===== config.mk =====
export PLATFORM = sky130hd
export DESIGN_NAME = stream_mux_nx1
export DESIGN_NICKNAME = d
export VERILOG_FILES = /design/src/rtl/stream_mux_nx1.sv
export SDC_FILE = /design/constraint.sdc
export NUM_CORES = 1
export LEC_CHECK = 0
export BUFFER_PORTS_ARGS = -buffer_cell sky130_fd_sc_hd__buf_2
export CORE_MARGIN = 2
export CORE_UTILIZATION = 30
export CTS_BUF_LIST = sky130_fd_sc_hd__clkbuf_2 sky130_fd_sc_hd__clkbuf_4 sky130_fd_sc_hd__clkbuf_8
export CTS_CLUSTER_SIZE = 20
export DETAILED_ROUTE_END_ITERATION = 16
export MAX_ROUTING_LAYER = met4
export SYNTH_ARGS = -nofsm -noshare
export SYNTH_HDL_FRONTEND = slang
export SYNTH_SLANG_ARGS = --single-unit

===== constraint.sdc =====
create_clock -name clk -period 8.89 [get_ports clk]
set_input_delay 1.3335 -clock clk [delete_from_list [all_inputs] [get_ports clk]]
set_output_delay 1.3335 -clock clk [all_outputs]
set_load 0.01 [all_outputs]

===== src/rtl/stream_mux_nx1.sv =====
// stream_mux_nx1: N-input valid/ready stream mux, fixed-select or round-robin, one registered output stage.
// Define STREAM_MUX_PKT_LOCK_EN to hold the grant on one channel until its in_last beat.
module stream_mux_nx1 #(
    parameter int N = 5,
    parameter int W = 8,
    parameter int SELW = (N > 2) ? $clog2(N) : 1
) (
    input  logic            clk,
    input  logic            rst,
    input  logic            mode,
    input  logic [SELW-1:0] sel,
    input  logic [N*W-1:0]  in_data,
    input  logic [N-1:0]    in_valid,
    input  logic [N-1:0]    in_last,
    output logic [N-1:0]    in_ready,
    output logic [W-1:0]    out_data,
    output logic            out_valid,
    output logic            out_last,
    output logic [SELW-1:0] out_ch,
    input  logic            out_ready
);
    logic [SELW-1:0] ptr_q, rr_ch, gnt_ch, nxt_ptr;
    logic            rr_ok, fix_ok, gnt_ok, load_en, xfer;

    function automatic int wrap(input int v);
        return (v >= N) ? v - N : v;
    endfunction

    // Scan from the farthest offset down so the channel nearest the pointer wins.
    always_comb begin
        rr_ok = 1'b0;
        rr_ch = '0;
        for (int i = N - 1; i >= 0; i--) begin
            if (in_valid[wrap(int'(ptr_q) + i)]) begin
                rr_ok = 1'b1;
                rr_ch = SELW'(wrap(int'(ptr_q) + i));
            end
        end
    end

    assign fix_ok  = (int'(sel) < N) && in_valid[sel];
    assign load_en = !out_valid || out_ready;

`ifdef STREAM_MUX_PKT_LOCK_EN
    typedef enum logic {ARB, LOCKED} state_t;
    state_t          state_q, state_d;
    logic [SELW-1:0] lock_ch_q, lock_ch_d;

    assign gnt_ok = (state_q == LOCKED) ? 1'b1 : (mode ? rr_ok : fix_ok);
    assign gnt_ch = (state_q == LOCKED) ? lock_ch_q : (mode ? rr_ch : sel);

    always_comb begin
        state_d   = state_q;
        lock_ch_d = lock_ch_q;
        if (xfer) begin
            state_d   = in_last[gnt_ch] ? ARB : LOCKED;
            lock_ch_d = gnt_ch;
        end
    end

    always_ff @(posedge clk) begin
        if (rst) begin
            state_q   <= ARB;
            lock_ch_q <= '0;
        end else begin
            state_q   <= state_d;
            lock_ch_q <= lock_ch_d;
        end
    end
`else
    assign gnt_ok = mode ? rr_ok : fix_ok;
    assign gnt_ch = mode ? rr_ch : sel;
`endif

    assign in_ready = (gnt_ok && load_en && !rst) ? (N'(1) << gnt_ch) : '0;
    assign xfer     = |(in_valid & in_ready);
    assign nxt_ptr  = (int'(gnt_ch) == N - 1) ? '0 : gnt_ch + 1'b1;

    always_ff @(posedge clk) begin
        if (rst) begin
            out_valid <= 1'b0;
            out_data  <= '0;
            out_last  <= 1'b0;
            out_ch    <= '0;
            ptr_q     <= '0;
        end else if (xfer) begin
            out_valid <= 1'b1;
            out_data  <= in_data[int'(gnt_ch)*W +: W];
            out_last  <= in_last[gnt_ch];
            out_ch    <= gnt_ch;
            ptr_q     <= nxt_ptr;
        end else if (out_ready) begin
            out_valid <= 1'b0;
        end
    end
endmodule

; Yosys cells after proc, flatten, opt, wreduce, memory -nomap -nowiden
; Index checks and enable logic that the tools add are counted.
[word_totals]
mem_bits_ro = 0
word_cells = 80
memories = 0
latch_bits = 0
ff_bits = 16
ramBits = 0
output_inout_bits = 18
[classes]
shift = 2
n_mul = 0
n_reduce_logical = 8
add_sub_neg = 10
n_mux = 40
order_cmp = 13
n_eq_ne = 1
bitwise = 1
n_div = 0
[ops]
columns = operator, count
row1 = less-than comparator 32 x 5 -> 1 bit (second input constant), 5
row2 = 2-to-1 mux 32 bit, 5
row3 = indexed part select 40 x 7 -> 8 bit, 1
row4 = binary-select mux 1 bit (select 3 bit), 7
row5 = 2-to-1 mux 3 bit, 7
row6 = 2-to-1 mux 1 bit, 20
row7 = subtractor 4 x 3 -> 5 bit (second input constant), 4
row8 = >= comparator 4 x 3 -> 1 bit (second input constant), 4
row9 = adder 3 x 2 -> 4 bit (second input constant), 2
row10 = less-than comparator 3 x 4 -> 1 bit (second input constant), 2
row11 = bitwise AND 5 bit, 1
row12 = 2-to-1 mux 5 bit, 1
row13 = OR reduction 5 bit, 1
row14 = << shifter 1 x 3 -> 5 bit (first input constant), 1
row15 = adder 3 x 1 -> 4 bit (second input constant), 1
row16 = adder 3 x 3 -> 4 bit (second input constant), 1
row17 = subtractor 3 x 3 -> 4 bit (second input constant), 1
row18 = adder 3 x 1 -> 3 bit (second input constant), 1
row19 = equality test 3 bit (second input constant), 1
row20 = >= comparator 3 bit (second input constant), 1
row21 = logical AND 1 bit, 3
row22 = less-than comparator 3 bit (second input constant), 1
row23 = logical NOT 1 bit, 2
row24 = nonzero test 2 bit, 1
row25 = logical OR 1 bit, 1

; Longest topological paths before layout
; Gate-level depths: netlist (run 1).
[depth]
depth_word = 18
depth_mapped = 20
depth_no_buf = 16

; Worst setup path after synthesis (run 1)
; Ideal clock, no wire load.
[synth_timing]
path_type = input to output
from = in in_valid[1]
to = out in_ready[3]
required_time_ns = 7.556
stages = 11
path_slack_ns = 3.694
path_buffers = 3
t_arrival_ns = 3.863
cell_sequence = clkbuf_1 > mux4_2 > a22o_1 > a2111oi_0 > o211ai_1 > o311ai_1 > clkbuf_1 > inv_1 > clkbuf_1 > ha_1 > and2_1
[synth_between]
elab_chain_len = 12
elab_cells_between_ends = 34
cone_classes = shift: 1 / mux: 30 / reduce/logical: 3
[synth_rtl]
columns = element, line
row1 = start: declaration, 13  ; input logic [N-1:0] in_valid,
row2 = binary-select mux 1 bit (select 3 bit), 34  ; if (in_valid[wrap(int'(ptr_q) + i)]) begin
row3 = 2-to-1 mux 1 bit (not written as such) (2 in series), 34
row4 = 2-to-1 mux 1 bit (5 in series), 34
row5 = 2-to-1 mux 1 bit, 71  ; assign gnt_ok = mode ? rr_ok : fix_ok;
row6 = logical AND 1 bit (2 in series), 75  ; assign in_ready = (gnt_ok && load_en && !rst) ? (N'(1) << gnt_ch) : '0;
row7 = 2-to-1 mux 5 bit *, 75
row8 = end: declaration, 15  ; output logic [N-1:0] in_ready,
; Mark *: on every way between the ends. The rest lies on a longest branch, timed or not. The select of a mux whose other input is x is not followed.

; Worst setup path after layout (run 1)
[layout_timing]
from = reg ptr_q[0]
to = out in_ready[2]
[layout_between]
elab_chain_len = 15
elab_cells_between_ends = 50
cone_classes = add/sub: 9 / order compare: 5 / shift: 1 / mux: 33 / reduce/logical: 2
[layout_rtl]
columns = element, line
row1 = start: declaration, 22  ; logic [SELW-1:0] ptr_q, rr_ch, gnt_ch, nxt_ptr;
row2 = start signal: assignment, 91  ; ptr_q <= nxt_ptr;
row3 = adder 3 x 3 -> 4 bit, "34, 36"
row4 = subtractor 4 x 3 -> 5 bit / >= comparator 4 x 3 -> 1 bit (equally long branches), 26  ; return (v >= N) ? v - N : v;
row5 = 2-to-1 mux 32 bit, 26
row6 = binary-select mux 1 bit (select 3 bit), 34
row7 = 2-to-1 mux 1 bit (not written as such) (2 in series), 34
row8 = 2-to-1 mux 1 bit (5 in series), 34
row9 = 2-to-1 mux 1 bit, 71
row10 = logical AND 1 bit (2 in series), 75
row11 = 2-to-1 mux 5 bit *, 75
; Marked as above.

==> out/qor.txt, run 1 <==
DRT antenna net count: 0
LEAKAGE: 1.20 nW
Setup CP Type: flop to output pin
CP max stage delay: 0.73 ns
initial antenna violation count: 0
CTS Hold Bufs: 0
xor/xnor share of the synthesized area: 1.07%
#FFs+latches synth: 16
synthesized area: 2450 um^2
minimum clock period: 6.46 ns
most common cell in the netlist: mux2_2
DR pass1 iterations: 4
Cells after DPL: 445
# IOs: 75
Period Utilization, post-route: 72.7%
die width: 94.4 um
synthesized-area fraction occupied by adder cells: 7.66%
CTS resizes: 0
async set-reset flop share out of synthesis: 0%
HP Class: flop to flop
# Post-CTS Setup Buffers: 0
number of global-route vias before repair: 2584
Place WS: 2.72 ns
synthesized area per cell: 8.45 um^2
total number of vias: 2590
Routability Congestion: 0.822
Sum Neg Setup Slack: 0 ns
R2R Setup Slk: 3.74 ns
critical-path cell list: buf_4, inv_1, ha_1, nand2_1, o41ai_1, and4b_1, a2111oi_2, a21boi_2, o221ai_2, or4b_1, clkinv_2, buf_2
RSZ-0062 raised after global routing: false
met1 Resource Use GR: 22.5%
largest net degree at the start of global routing: 33
Initial DRC Count: 122
Yosys warning count: 0
Buf/Inv on CP: 4
Critical Path RT: 7.56 ns
Top FF cell, synth: dfxtp_1
fillers: 818
Setup crit end kind: output pin
sequential-to-total area share from yosys stat: 13.1%
EDFF count, synth: 0
Clock Path Buffers: 2
routed wire length: 7570 um
Startpoint Class: flop
PwrDens: 413 nW/um^2
arrival time worst endpoint: 5.13 ns
top cells by count, synth: mux2_2, dfxtp_1, ha_1, nand2_1, nor2_1
slew margin rel.: 37.7%
HPWL Detailed: 5730 um
routing usage on met3: 1.12%
final setup fails: 0
largest family of logic cells by synthesized area: compound AO/OA/AOI/OAI gates
post-synthesis compound-gate area fraction: 37.1%
standard-cell rows: 32
Least-Margin Pin Slew: 0.933 ns
Synth Instances: 290
Vias/cell: 5.77
final clock skew: 0.00198 ns
cell family with most CP delay: compound AO/OA/AOI/OAI gates
P&R area growth vs syn: 18.3%
final hold vios: 0
Initial Util: 31.4%
post-synthesis mux area share: 16.1%
diodes inserted: 0
Slew Limit Fails: 0
Port Buffers: 74
Total Power: 1.20 mW
GRT Max-Usage Layer: met2
CTS root buf: clkbuf_8
routing usage on met2: 29.8%
Die Span Y: 94.4 um
worst vdd ir: 159 uV
Synth area leader: dfxtp_1
Area contributors post-synth: dfxtp_1, mux2_2, ha_1, a211oi_2, mux2i_1
MaxCap Viol Count: 0
CTS sink cnt: 16
CTS tree: built
Worst path slowest cell: o221ai_2
# DRC: 0
fin cells: 449
first-pass GRT wire length: 12300 um
share of the synthesized area in the top cell type: 13.1%
Reg clk slew, reported paths: 0.06 ns
Overflow after GRT: 0
total track usage: 17.5%
Layout Nets: 420
drt wl/cell: 16.9 um
post-synth cell types: 72
Synth Area in Simple Gates: 18.0%
TritonCTS Buffers: 3
crit-path max FO: 32
status: finished, final reports clean
Max Fclk: 155 MHz
syn nets: 362
Core Area: 7810 um^2
post-layout util: 37.1%
Final WS setup: 2.43 ns
Skew-Pair Late Insertion Delay: 0.25 ns
H-tree levels: 1
DIE AREA: 8910 um^2
layout cell share with drive strength beyond 1: 35.7%
tightest hold or removal path: cells and delay by family, from the launching register on:
kind | cells | cell delay [ns]
and+or+nand+nor | 1 | 0.06
DFF | 1 | 0.32
AOI/OAI and AO/OA | 1 | 0.06
per-stage QoR:
step	hold WS, ns	instance area [um^2]
floorplan	0.488	2450
global placement	0.487	2850
detailed placement	0.474	2850
CTS	0.486	2900
global route	0.513	2900
finish	0.483	2900
power breakdown:
part / internal, mW / switching (mW)
clock network: 0.0393 / 0.0249
registers: 0.104 / 0.0308
logic: 0.416 / 0.583
area by class of cell:
type	instances	area, um^2	share of cell area [%]
well taps	102	128	4.40
repair buffers	77	393	13.5
multi-input cells	240	1970	67.8
clock buffers	4	55.1	1.90
flip-flops and latches	16	320	11.0
inverters	10	38.8	1.34
path summary, 6_finish.rpt:
| check | start | end | depth (start not counted) |
|---|---|---|---|
| setup / recovery | ptr_q[0] | in_ready[2] | 12 |
| hold reg to reg | out_ch[2] | out_ch[2] | 2 |
| setup reg to reg | ptr_q[0] | out_data[4] | 13 |
| hold / removal | out_ch[2] | out_ch[2] | 2 |
registers in the layout (all words and copies together), names as in the netlist:
| name | count |
|---|---|
| out_last | 1 |
| ptr_q | 3 |
| out_ch | 3 |
| out_data | 8 |
| out_valid | 1 |
logic make-up (layout without fill, tap and decap cells):
group | Yosys count | in the layout
adder cells (fa/ha/maj) | 15 | 15
buffers and inverters | 34 | 91
flip-flops | 16 | 16
multiplexers | 33 | 33
AND/OR/NAND/NOR | 82 | 82
XOR/XNOR | 3 | 3
AO/OA/AOI/OAI | 107 | 107
cells in the final DEF, fill, tap and decap left out, types with 6 or more instances in the layout:
cell type	count
nor2b_1	12
nand2_1	15
a211oi_2	8
a32oi_1	9
a22oi_1	8
a21oi_1	12
ha_1	15
nor2_1	13
nor3_1	11
mux2i_1	9
dfxtp_1	16
nand3_1	8
inv_1	9
mux2_2	21
a211oi_1	6
buf_2	74
layer usage:
layer | wire [um] | vias to the layer above
met2 | 3670 | 94
met5 | 0 | -
met4 | 173 | 0
met3 | 306 | 14
met1 | 3420 | 1219
li1 | - | 1263
No activity file was read; power rests on OpenSTA's default activity.
==> run 2, diff against run 1 <==
Clock period 8.89 ns to 6.33 ns, I/O delays scaled along.
==> run 2 against run 1 <==
Non-clock buffer count grew 3. Wire length grew 1.4%. Global-route usage shrank 0.23 points. Combinational power grew 43%. Largest power group unchanged.
==> out/qor.txt, run 2 (synthesis gave the netlist of run 1 again) <==
crit-path max FO: 19
FF+latch area: 320 um^2
post-layout util: 37.4%
final clock skew: 0.00658 ns
worst vdd ir: 233 uV
Clock Path Buffers: 2
Core Area: 7810 um^2
DRT antenna net count: 0
most frequent cells in the layout: buf_2, mux2_2, dfxtp_1
Largest register FFs: 8
Routability Congestion: 0.866
DIE AREA: 8910 um^2
Period Utilization, post-route: 93.0%
HP Class: flop to flop
Overflow after GRT: 0
total track usage: 17.3%
P&R area growth vs syn: 19.2%
HPWL Detailed: 5760 um
CTS tree: built
status: finished, final reports clean
# IOs: 75
DR pass1 iterations: 4
Max Fclk: 170 MHz
CTS Hold Bufs: 0
Setup crit end kind: output pin
Initial Util: 31.4%
PwrDens: 585 nW/um^2
minimum clock period: 5.89 ns
first-pass GRT wire length: 12200 um
# Post-CTS Setup Buffers: 0
H-tree levels: 1
Skew-Pair Late Insertion Delay: 0.25 ns
slew margin rel.: 54.7%
# DRC: 0
number of global-route vias before repair: 2467
die width: 94.4 um
routed wire length: 7670 um
Initial DRC Count: 135
R2R Setup Slk: 1.26 ns
Layout Nets: 423
fillers: 841
standard-cell rows: 32
RSZ-0062 raised after global routing: false
final setup fails: 0
final hold vios: 0
CTS sink cnt: 16
Critical Path RT: 5.38 ns
Die Span Y: 94.4 um
largest register by flop count: out_data
LEAKAGE: 1.22 nW
Port Buffers: 74
total number of vias: 2630
Vias/cell: 5.82
Startpoint Class: flop
WHS Path Cells: 2
Sum Neg Setup Slack: 0 ns
Reg clk slew, reported paths: 0.06 ns
initial antenna violation count: 0
CTS resizes: 0
diodes inserted: 0
most common cell after layout, fill and taps aside: buf_2
TritonCTS Buffers: 3
layout cell share with drive strength beyond 1: 36.3%
Least-Margin Pin Slew: 0.680 ns
worst reg2reg path depth: 16
drt wl/cell: 17.0 um
CTS root buf: clkbuf_8
area occupied by multi-input gates: 1970 um^2
Largest regs: out_data x8, out_ch x3, ptr_q x3
arrival time worst endpoint: 4.94 ns
MaxCap Viol Count: 0
Slew Limit Fails: 0
largest net degree at the start of global routing: 32
Setup CP Type: flop to output pin
run 2: cell types whose count changed in the layout (fill, tap and decap cells not counted), sizes merged:
cell / previous run / this run
buf: 77 / 80
run 2: critical path, cell delays in order (launching register included):
cell	delay [ns]
dfxtp_1	0.58
inv_1	0.28
ha_1	0.71
nand2_1	0.18
o41ai_1	0.52
a21oi_1	0.16
a2111oi_2	0.37
a21boi_2	0.22
o221ai_2	0.11
buf_4	0.21
or4b_1	0.87
clkinv_2	0.30
buf_2	0.18
run 2: power by group:
part,switching (mW),internal [mW]
registers,0.0449,0.147
logic,0.821,0.607
clock network,0.0349,0.0551
total,0.901,0.808
run 2: routing by layer:
layer	track usage, %	up-vias	routed length [um]
met5	-	-	0
met4	3.74	0	83
met3	1.52	9	517
met2	27.9	119	3610
met1	23.7	1233	3460
li1	-	1269	-
run 2: area by class of cell:
| type | count | share of cell area [%] |
|---|---|---|
| Multi-Input combinational cell | 240 | 67.3 |
| Timing Repair Buffer | 80 | 14.2 |
| Sequential cell | 16 | 11.0 |
| Tap cell | 102 | 4.37 |
| Clock buffer | 4 | 1.88 |
| Inverter | 10 | 1.33 |
run 2: worst paths after layout:
| kind | from | to |
|---|---|---|
| setup / recovery | ptr_q[1] | in_ready[2] |
| hold / removal | out_ch[2] | out_ch[2] |
| setup reg to reg | ptr_q[1] | out_data[4] |
| hold reg to reg | out_ch[2] | out_ch[2] |
run 2: through the flow:
| stage | area [um^2] | hold slack, ns | cells | power [mW] | setup WS, ns |
|---|---|---|---|---|---|
| 6_report | 2920 | 0.479 | 452 | 1.71 | 0.444 |
| 5_1_grt | 2920 | 0.529 | 452 | 1.86 | 0.0125 |
| 4_1_cts | 2920 | 0.487 | 452 | 1.70 | 0.479 |
| 3_5_place_dp | 2870 | 0.475 | 448 | 1.60 | 0.771 |
| 3_3_place_gp | 2870 | 0.472 | 448 | 1.59 | 0.909 |
| 2_1_floorplan | 2450 | 0.488 | 290 | 1.28 | 1.81 |
==> run 3, diff against run 2 <==
Settings changed: ABC_AREA set to 1, CAP_MARGIN set to 20.
==> run 3 against run 2 <==
Area after synthesis down 5.1%. Synthesized cell count up 40%. Total power down 17%. Non-clock buffer count down 5. Combinational power down 18%. Global-route usage down 0.066 points. Clock-buffer cell count unchanged. Setup slack better by 0.68 ns. First-iteration DRC count up 16%. Largest power group unchanged.
==> out/qor.txt, run 3 <==
# IOs: 75
standard-cell rows: 32
Area contributors post-synth: nand2_1, dfxtp_1, nand3_1, ha_1, nor2_1
syn nets: 479
number of global-route vias before repair: 2506
final setup fails: 0
Total Power: 1.41 mW
MaxCap Viol Count: 0
Port Buffers: 74
HPWL Detailed: 5760 um
EDFF count, synth: 0
Largest register FFs: 8
Sum Neg Setup Slack: 0 ns
arrival time worst endpoint: 4.26 ns
HP Class: flop to flop
layout cell share with drive strength beyond 1: 23.9%
routed wire length: 7180 um
# Post-CTS Setup Buffers: 0
most frequent cells in the layout: nand2_1, buf_2, nand3_1
Period Utilization, post-route: 82.3%
area occupied by multi-input gates: 1730 um^2
# DRC: 0
PwrDens: 509 nW/um^2
sequential-to-total area share from yosys stat: 13.8%
Clock Path Buffers: 2
largest register by flop count: out_data
CTS resizes: 0
Synth area leader: nand2_1
most common cell in the netlist: nand2_1
CTS root buf: clkbuf_8
slew margin rel.: 48.8%
async set-reset flop share out of synthesis: 0%
diodes inserted: 0
end point of the critical path: in_ready[3]
largest net degree at the start of global routing: 24
TritonCTS Buffers: 3
CTS tree: built
synthesized area: 2330 um^2
drt wl/cell: 12.5 um
r2r endpoint: out_ch[0]
P&R area growth vs syn: 19.1%
Layout Nets: 545
CTS sink cnt: 16
Largest regs: out_data x8, out_ch x3, ptr_q x3
Reg clk slew, reported paths: 0.07 ns
Max Fclk: 192 MHz
Yosys warning count: 0
Routability Congestion: 0.942
Vias/cell: 4.69
Core Area: 7610 um^2
R2R Setup Slk: 1.65 ns
DR pass1 iterations: 4
worst reg2reg path depth: 28
Die Span Y: 92.1 um
most common cell after layout, fill and taps aside: nand2_1
Setup CP Type: flop to output pin
minimum clock period: 5.21 ns
initial antenna violation count: 0
fillers: 849
Initial Util: 30.6%
Skew-Pair Late Insertion Delay: 0.25 ns
share of the synthesized area in the top cell type: 22.7%
Place WS: 1.40 ns
post-synth cell types: 34
DIE AREA: 8480 um^2
Slew Limit Fails: 0
Worst R2R Start: ptr_q[1]
Setup crit end kind: output pin
total track usage: 17.2%
Top FF cell, synth: dfxtp_1
status: finished, final reports clean
crit-path max FO: 20
Critical Path RT: 5.38 ns
total number of vias: 2690
final clock skew: 0.00462 ns
Synth Instances: 407
die width: 92.1 um
LEAKAGE: 1.61 nW
RSZ-0062 raised after global routing: false
top cells by count, synth: nand2_1, nand3_1, nor2_1
Startpoint Class: flop
Critical Path Start: ptr_q[1]
final hold vios: 0
Overflow after GRT: 0
Initial DRC Count: 156
DRT antenna net count: 0
synthesized area per cell: 5.72 um^2
H-tree levels: 1
first-pass GRT wire length: 11700 um
Final WS setup: 1.12 ns
#FFs+latches synth: 16
Least-Margin Pin Slew: 0.766 ns
CTS Hold Bufs: 0
worst vdd ir: 148 uV
FF+latch area: 320 um^2
==> run 3: changes by cell type after synthesis, moves of 9 or more <==
cell,change
inv_1,+25
nand3_1,+48
nor3_1,-11
nand2_1,+126
nand2_2,+11
nor2_1,+23
mux2i_1,-9
o21ai_1,+9
nor2b_1,-12
a32oi_1,-9
mux2_2,-21
==> run 3: worst min-delay path by stage <==
stage | from | cells past startpoint | slack [ns] | end
final | out_ch[2] | 2 | 0.49 | out_ch[2]
after global routing | out_data[6] | 2 | 0.51 | out_data[6]
after CTS | out_data[6] | 2 | 0.49 | out_data[6]
after detailed placement | out_data[6] | 2 | 0.48 | out_data[6]
after global placement | out_ch[2] | 2 | 0.47 | out_ch[2]
after floorplan | out_data[5] | 2 | 0.50 | out_data[5]
==> run 3: critical path: stages, from the launching register on <==
cell and delay, ns:
dfxtp_1 0.48, inv_1 0.24, ha_1 0.51, nand3_1 0.13
nand2_2 0.10, nand2_2 0.11, nand2_1 0.10, xor2_1 0.18
or2_1 0.19, nand2_2 0.09, nand2_1 0.07, nand3_1 0.07
nand2_1 0.07, nand2_2 0.07, nand2_1 0.06, nand2_1 0.43
nor2_2 0.48, ha_1 0.24, inv_1 0.05, nor2_1 0.16
buf_2 0.16
==> run 3: kinds of logic after synthesis <==
logic type	synth area share [%]
adder cells (fa/ha/maj)	8.06
AND/OR/NAND/NOR	53.9
buffers and inverters	11.8
XOR/XNOR	2.20
AO/OA/AOI/OAI	10.3
flip-flops	13.8
==> run 3: routing by layer <==
metal | track usage [%] | up-vias | part of all wire, %
li1 | - | 1434 | -
met1 | 22.5 | 1179 | 47
met2 | 29.7 | 68 | 48
met3 | 1.48 | 9 | 4.6
met4 | 2.74 | 0 | 0.96
met5 | - | - | 0
==> run 3: cell type report <==
cell class	count	area share, %
clock buffers	4	1.99
inverters	42	5.78
flip-flops and latches	16	11.6
repair buffers	75	13.6
well taps	102	4.60
multi-input cells	335	62.5
==> run 3: stage by stage <==
| stage | cell area (um^2) | hold WS [ns] | instances | util [%] |
|---|---|---|---|---|
| finish | 2770 | 0.490 | 574 | 36.4 |
| global route | 2770 | 0.506 | 574 | 36.4 |
| CTS | 2770 | 0.488 | 574 | 36.4 |
| detailed placement | 2720 | 0.479 | 570 | 35.7 |
| global placement | 2720 | 0.473 | 570 | 35.7 |
| floorplan | 2330 | 0.499 | 407 | - |
==> run 3: power breakdown <==
part	switching (mW)	internal [mW]	leakage, nW
clock network	0.0373	0.0552	0.0288
logic	0.782	0.385	1.45
registers	0.0207	0.130	0.131
